### src/rtl/seg_pkg.sv
// Seven-segment encoding shared by the display encoder and the scan decoder.
// Patterns are active-low, with bits 6..0 = g..a.
package seg_pkg;

    localparam logic [6:0] SEG_0 = 7'h40;
    localparam logic [6:0] SEG_1 = 7'h79;
    localparam logic [6:0] SEG_2 = 7'h24;
    localparam logic [6:0] SEG_3 = 7'h30;
    localparam logic [6:0] SEG_4 = 7'h19;
    localparam logic [6:0] SEG_5 = 7'h12;
    localparam logic [6:0] SEG_6 = 7'h02;
    localparam logic [6:0] SEG_7 = 7'h78;
    localparam logic [6:0] SEG_8 = 7'h00;
    localparam logic [6:0] SEG_9 = 7'h10;
    localparam logic [6:0] SEG_A = 7'h08;
    localparam logic [6:0] SEG_B = 7'h03;
    localparam logic [6:0] SEG_C = 7'h46;
    localparam logic [6:0] SEG_D = 7'h21;
    localparam logic [6:0] SEG_E = 7'h06;
    localparam logic [6:0] SEG_F = 7'h0E;

    localparam logic [6:0] SEG_BLANK = 7'h7F;
    localparam logic [3:0] AN_NONE   = 4'b1111;

    // Entry n is the pattern for hex digit n.
    localparam logic [15:0][6:0] SEG_TABLE = {
        SEG_F, SEG_E, SEG_D, SEG_C, SEG_B, SEG_A, SEG_9, SEG_8,
        SEG_7, SEG_6, SEG_5, SEG_4, SEG_3, SEG_2, SEG_1, SEG_0
    };

    typedef enum logic [1:0] {
        IDLE,
        SETTLING,
        CAPTURED
    } scan_state_e;

    typedef struct packed {
        logic [3:0] an;
        logic [7:0] seg;
    } pins_t;

    function automatic logic [6:0] seg_encode(input logic [3:0] nib);
        return SEG_TABLE[nib];
    endfunction

endpackage

### src/rtl/seg_pattern_decode.sv
// Combinational reverse lookup from a segment pattern to a hex nibble.
// Also flags the all-off pattern.
module seg_pattern_decode
    import seg_pkg::*;
(
    input  logic [6:0] pattern,
    output logic       valid,
    output logic       blank,
    output logic [3:0] nibble
);

    always_comb begin
        valid  = 1'b0;
        nibble = 4'h0;
        blank  = (pattern == SEG_BLANK);
        for (int i = 0; i < 16; i++) begin
            if (pattern == SEG_TABLE[i[3:0]]) begin
                valid  = 1'b1;
                nibble = i[3:0];
            end
        end
    end

endmodule

### src/rtl/seg_scan_decoder.sv
// Rebuilds the four displayed digits from multiplexed active-low seg/an pins.
// Each stable scan window is captured exactly once.
module seg_scan_decoder
    import seg_pkg::*;
#(
    parameter int unsigned SETTLE_CYCLES = 4
) (
    input  logic        clk,
    input  logic        rst_n,
    input  logic [7:0]  seg_in,
    input  logic [3:0]  an_in,
    output logic [15:0] digits,
    output logic [3:0]  dp,
    output logic [3:0]  blank,
    output logic [3:0]  digit_err,
    output logic        frame_valid
);

    localparam logic [7:0] SETTLE = 8'(SETTLE_CYCLES);

    pins_t       sync1, s, s_prev;
    scan_state_e state;
    logic [7:0]  cnt, cnt_inc;
    logic [3:0]  seen, seen_next, cap_mask;
    logic        capture;
    logic        dec_valid, dec_blank;
    logic [3:0]  dec_nib;

    // Idle pins read as all-ones, so reset to that rather than zero.
    always_ff @(posedge clk or negedge rst_n) begin
        if (!rst_n) begin
            sync1  <= '1;
            s      <= '1;
            s_prev <= '1;
        end else begin
            sync1  <= {an_in, seg_in};
            s      <= sync1;
            s_prev <= s;
        end
    end

    assign cnt_inc  = (cnt == 8'hFF) ? cnt : cnt + 8'd1;
    assign capture  = (state == SETTLING) && (s.an != AN_NONE) &&
                      (s == s_prev) && (cnt_inc == SETTLE);
    assign cap_mask = capture ? ~s.an : 4'b0000;

    always_ff @(posedge clk or negedge rst_n) begin
        if (!rst_n) begin
            state <= IDLE;
            cnt   <= 8'd0;
        end else if (s.an == AN_NONE) begin
            state <= IDLE;
            cnt   <= 8'd0;
        end else begin
            case (state)
                IDLE: begin
                    state <= SETTLING;
                    cnt   <= 8'd0;
                end
                SETTLING: begin
                    if (s != s_prev) begin
                        cnt <= 8'd0;
                    end else begin
                        cnt <= cnt_inc;
                        if (capture) state <= CAPTURED;
                    end
                end
                CAPTURED: begin
                    if (s != s_prev) begin
                        state <= SETTLING;
                        cnt   <= 8'd0;
                    end
                end
                default: begin
                    state <= IDLE;
                    cnt   <= 8'd0;
                end
            endcase
        end
    end

    // One decoder serves all selected digits: they all see the same seg value.
    seg_pattern_decode u_dec (
        .pattern (s.seg[6:0]),
        .valid   (dec_valid),
        .blank   (dec_blank),
        .nibble  (dec_nib)
    );

    assign seen_next = seen | cap_mask;

    always_ff @(posedge clk or negedge rst_n) begin
        if (!rst_n) begin
            digits      <= 16'h0000;
            dp          <= 4'b0000;
            blank       <= 4'b1111;
            digit_err   <= 4'b0000;
            frame_valid <= 1'b0;
            seen        <= 4'b0000;
        end else begin
            for (int i = 0; i < 4; i++) begin
                if (cap_mask[i]) begin
                    dp[i] <= ~s.seg[7];
                    if (dec_valid) begin
                        digits[i*4 +: 4] <= dec_nib;
                        blank[i]         <= 1'b0;
                        digit_err[i]     <= 1'b0;
                    end else if (dec_blank) begin
                        blank[i]     <= 1'b1;
                        digit_err[i] <= 1'b0;
                    end else begin
                        blank[i]     <= 1'b0;
                        digit_err[i] <= 1'b1;
                    end
                end
            end
            if (seen_next == 4'b1111) begin
                frame_valid <= 1'b1;
                seen        <= 4'b0000;
            end else begin
                frame_valid <= 1'b0;
                seen        <= seen_next;
            end
        end
    end

endmodule
### config.mk
export PLATFORM = sky130hd
export DESIGN_NAME = seg_scan_decoder
export DESIGN_NICKNAME = d
export VERILOG_FILES = /design/src/rtl/seg_pkg.sv /design/src/rtl/seg_pattern_decode.sv /design/src/rtl/seg_scan_decoder.sv
export SDC_FILE = /design/constraint.sdc
export NUM_CORES = 1
export LEC_CHECK = 0
export BUFFER_PORTS_ARGS = -buffer_cell sky130_fd_sc_hd__buf_2
export CORE_ASPECT_RATIO = 0.5
export CORE_MARGIN = 5
export CORE_UTILIZATION = 25
export DETAILED_ROUTE_END_ITERATION = 8
export PLACE_DENSITY = 0.47
export SETUP_SLACK_MARGIN = 0.05
export SYNTH_ARGS = -nofsm -noshare
export SYNTH_HDL_FRONTEND = slang
export SYNTH_SLANG_ARGS = --single-unit
### constraint.sdc
create_clock -name clk -period 3.1 [get_ports clk]
set_input_delay 0.31 -clock clk [delete_from_list [all_inputs] [get_ports clk]]
set_output_delay 0.31 -clock clk [all_outputs]
set_load 0.02 [all_outputs]
---- Word-level counts from Yosys, hierarchy flattened ----
Index checks and enable logic that the tools add are counted.
cells by class
  add/sub/neg operators ................... 1
  eq/ne operators ......................... 28
  muxes and demuxes ....................... 48
  bitwise logic cells ..................... 3
  reduce and logical (&&, ||, !) cells .... 10
operator list
  operator                                                                number
  4-bit two-way mux                                                       10
  7-bit equality test (second input constant)                             5
  8-bit two-way mux                                                       4
  1-bit two-way mux                                                       22
  7-bit by 5-bit equality test with 1-bit output (second input constant)  3
  7-bit by 6-bit equality test with 1-bit output (second input constant)  3
  8-bit case mux with 2 select lines                                      1
  7-bit by 2-bit equality test with 1-bit output (second input constant)  2
  7-bit by 4-bit equality test with 1-bit output (second input constant)  2
  12-bit equality test                                                    1
  2-bit two-way mux                                                       6
  3-bit two-way mux                                                       4
  12-bit inequality test                                                  1
  8-bit by 1-bit adder with 8-bit output (second input constant)          1
  4-bit equality test (second input constant)                             2
  8-bit by 3-bit equality test with 1-bit output (second input constant)  1
  8-bit equality test (second input constant)                             1
  2-bit AND reduction                                                     4
  7-bit by 3-bit equality test with 1-bit output (second input constant)  1
  7-bit zero test                                                         1
  3-bit inequality test (second input constant)                           2
  2-bit case mux with 3 select lines                                      1
  4-bit inequality test (second input constant)                           1
  4-bit NOT                                                               1
  other kinds (8)                                                         10
word-level totals
  bits in registers ....................... 79
  input bits .............................. 14
  output and inout port bits .............. 29
  word-level logic and storage cells ...... 116

---- Longest topological paths before layout ----
  word-level depth ........................ 18
  mapped depth ............................ 10

---- Cells and area by module ----
From an unflattened synthesis, not the netlist that was laid out.
unflattened totals
  cell total of the unflattened synthesis .. 272
  area total of the unflattened synthesis .. 3460.8 um^2
by module, submodules not included
  module              times used  cells an instance  area an instance (um^2)
  seg_scan_decoder    1           221                3113.0
  seg_pattern_decode  1           51                 347.8

---- Worst setup path before layout ----
No wires, ideal clock.
  path type ............................... reg2reg
  from .................................... register cnt[0]
  to ...................................... register digit_err[2]
  setup time .............................. 0.125 ns
  data arrival time ....................... 2.429 ns
  data required time ...................... 2.975 ns
  setup slack ............................. 0.546 ns
  stages on the path, launching flop included .. 9
  cells stage by stage .................... dfrtp_1 ha_1 nand4_4 or4_4 a211oi_2 nand4b_2 buf_6 nor2_4 mux2_2
on the way
  word-level cells in the longest chain between the ends .. 5
RTL lines
  item                                                                           line                     text
  start, declared                                                                seg_scan_decoder.sv:23   logic [7:0] cnt, cnt_inc;
  start signal, assigned                                                         seg_scan_decoder.sv:64   cnt <= cnt_inc;
  8-bit by 1-bit adder with 8-bit output or 8-bit equality test (tied branches)  seg_scan_decoder.sv:42   assign cnt_inc = (cnt == 8'hFF) ? cnt : cnt + 8'd1;
  8-bit two-way mux *                                                            seg_scan_decoder.sv:42
  8-bit by 3-bit equality test with 1-bit output *                               seg_scan_decoder.sv:44   (s == s_prev) && (cnt_inc == SETTLE);
  1-bit logical AND *                                                            seg_scan_decoder.sv:44
  4-bit two-way mux *                                                            seg_scan_decoder.sv:45   assign cap_mask = capture ? ~s.an : 4'b0000;
  end signal, assigned                                                           seg_scan_decoder.sv:97   digit_err <= 4'b0000;
  end signal, assigned by index                                                  seg_scan_decoder.sv:107  digit_err[i] <= 1'b0;
  end signal, assigned by index                                                  seg_scan_decoder.sv:110  digit_err[i] <= 1'b0;
  end, declared                                                                  seg_scan_decoder.sv:15   output logic [3:0] digit_err,
Every way passes the cells marked *; elsewhere a longest branch is shown, timed or not.
A chain may end at the register's enable or synchronous reset.

---- Worst setup path in the final report ----
  from .................................... register cnt[0]
  to ...................................... register digits[15]
on the way
  word-level cells in the longest chain between the ends .. 6
RTL lines
  item                                                                           line                     text
  8-bit by 1-bit adder with 8-bit output or 8-bit equality test (tied branches)  seg_scan_decoder.sv:42
  8-bit two-way mux *                                                            seg_scan_decoder.sv:42
  8-bit by 3-bit equality test with 1-bit output *                               seg_scan_decoder.sv:44
  1-bit logical AND *                                                            seg_scan_decoder.sv:44
  4-bit two-way mux *                                                            seg_scan_decoder.sv:45
  2-bit AND reduction (no line) *                                                n/a
  end signal, assigned by index                                                  seg_scan_decoder.sv:105  digits[i*4 +: 4] <= dec_nib;
  end, declared                                                                  seg_scan_decoder.sv:12   output logic [15:0] digits,
Marks and branches as above.

==> results.yml <==
run_status:
  status: "complete, no violations"
die:
  start_util_pct: 26.0
  rows: 30
  die_w_um: 179
  fp.coreArea_um2: 13800
  die_y_um: 94.6
  io_pins: 43
  die_area_um2: 17000
clock_network:
  post_cts_buffers: 0
  cts_resized: 0
  cts_made_buffers: 9
  htree_levels: 3
  hold_buffers: 0
  cts_max_path_buffers: 2
  clk_latency_ns: 0.34
  cts_sinks: 79
  cts_tree: "built"
  cts_root_buffer: "clkbuf_16"
  clkTransAtPathRegs_ns: 0.06
global_route:
  grt_pass1_wl_um: 13700
  grt_pass1_vias: 2566
  grt.total_usage_pct: 10.3
  grt_max_degree: 80
  antenna_found_initial: 0
  grt_overflow_total: 0
critical_path:
  r2r_cells: 8
  r2r_setup_slack_ns: 0.30
  reg2reg_from: "cnt[0]"
  cp.arrival_ns: 3.00
  worst-setup-path-type: "flip-flop to flip-flop"
  crit_path_end_kind: "flip-flop"
  cp-start-kind: "flip-flop"
  reg2reg_to: "digits[15]"
  required_ns: 3.30
  crit_fanout: 8
synth:
  synth_enable_flop_cells: 0
  netlist-cell-type-count: 65
  syn_avg_cell_area_um2: 11.6
  synth_area_um2: 3580
  synth_nets: 323
  synth_top_area_cell: "dfstp_2"
  ys_seq_elements: 79
  ys_warn_count: 0
  synth_top_area_share_pct: 29.4
  netlist_instances: 308
  seq_area_frac_synth_pct: 56.6
  synthFlopType: "dfstp_2"
  synth_async_sr_flop_share_pct: 100
  synth_area_leaders: "dfstp_2 29%, dfrtp_1 27%, a21oi_1 5.0%"
timing:
  period_share_pct: 90.3
  period_needed_ns: 2.80
  worst_pin_slew_ns: 0.968
  fin_tns_setup_ns: 0
  clock_skew_ns: 0.00963
  hold_viol_final: 0
  final-setup-viol-count: 0
  slew_headroom_pct: 35.5
  slew_viol_final: 0
  fmax_mhz: 357
  rsz0062_at_grt: "no"
cells_and_area:
  drive_above_1_share_pct: 37.1
  n_antenna_cell: 0
  stdcell_area_um2: 4330
  fin_util_pct: 31.4
  final_cell_mix: "41 x buf_2, 40 x dfstp_2, 39 x dfrtp_1, 36 x a21oi_1, 16 x nor2_1"
  syn_to_final_growth_pct: 20.8
  nets: 366
  layout_commonest_cell: "buf_2"
detailed_routing:
  vias_per_cell: 4.68
  final_antenna_net_count: 0
  drtIter0Drc: 242
  via_count: 2566
  wire_per_inst_um: 15.2
  drt-pass1-iter-count: 4
  wl_um: 8350
  drcViolationCount: 0
worst_hold_path:
  hold_path_depth: 1
  hold_path_end: "sync1[2]"
  hp-class: "input pin to flip-flop"
  hp-start: "seg_in[2]"
pwr:
  fin_total_pwr_mw: 2.31
  leakagePower_nw: 1.85
  p_per_area_nw_per_um2: 535
  ir_drop_mv: 0.228
placed_design:
  placed_area_um2: 4010
  place_congestion: 0.775
  hpwl_um: 5890
  numPortBuffers: 42
run:
  max-cap-violations: 0
[registers in the layout, indices dropped and copies added, names as in the netlist]
signal,flops
blank,4
seen,4
dp,4
digit_err,4
digits,16
state,2
s,12
frame_valid,1
cnt,8
sync1,12
s_prev,12
[per-layer routing]
layer	routed length [µm]	GRT usage [%]	vias to the layer above
met2	3890	15.6	55
met5	0	0	-
met3	376	2.68	9
li1	-	-	1216
met1	3980	14.4	1286
met4	106	3.17	0
[layout make-up]
| type | count | area (µm²) |
|---|---|---|
| fillers | 1416 | 9450 |
| flip-flops and latches | 79 | 2030 |
| multi-input cells | 205 | 1440 |
| repair buffers | 50 | 273 |
| clock buffers | 12 | 268 |
| well taps | 192 | 240 |
| clock inverters | 4 | 51.3 |
| inverters | 6 | 22.5 |
[worst max-delay path by stage]
stage | start | end | slack [ns] | cells past startpoint
after detailed placement | cnt[0] | digit_err[1] | 0.31 | 7
final | cnt[0] | digits[15] | 0.30 | 8
after CTS | cnt[0] | digits[11] | 0.30 | 8
after global routing | cnt[0] | digits[3] | 0.09 | 8
after floorplan | cnt[0] | digit_err[2] | 0.55 | 8
after global placement | cnt[0] | digits[15] | 0.36 | 8
[cell usage after synthesis, drive strengths merged (2+ instances only)]
cell type,instances
dfstp,40
dfrtp,39
a21oi,37
nor2,18
nand2,14
o31ai,11
clkbuf,10
nor3,10
xor2,10
o21ai,9
buf,8
mux2,8
nor3b,7
inv,6
nand3,6
nand4,6
and3,5
nor4,5
xnor2,5
a2111oi,4
a2bb2oi,4
a31oi,4
and2,4
mux2i,4
nor2b,4
or4,3
a21o,2
o31a,2
or2,2
or3b,2
[critical path: stages (launching register included)]
cell      delay [ns]
dfrtp_1         0.44
ha_1            0.32
nand4_4         0.17
or4_4           0.60
a211oi_2        0.29
nand4b_2        0.27
buf_4           0.24
o31ai_1         0.23
o31ai_1         0.10
[per-stage QoR]
stage               hold WS (ns)  cells  setup WS (ns)
CTS                       0.0555    548          0.299
global placement           0.345    532          0.359
floorplan                 0.0144    308          0.546
detailed placement         0.347    532          0.314
global route              0.0531    548         0.0942
finish                    0.0742    548          0.301
[where the power goes]
group / internal (mW) / switching (mW)
sequential: 1.08 / 0.0342
clock: 0.695 / 0.415
combinational: 0.0335 / 0.0588
[cell families (layout without fill, tap and decap cells)]
kind of cell,after synthesis,count (layout),share of synthesized area [%]
xor+xnor,15,15,3.67
simple gates,92,92,16.1
fa+ha+maj,1,1,0.349
buf+inv,24,72,3.07
mux,12,12,3.63
compound gates,85,85,16.5
flops,79,79,56.6
No activity file was read; power rests on OpenSTA's default activity.
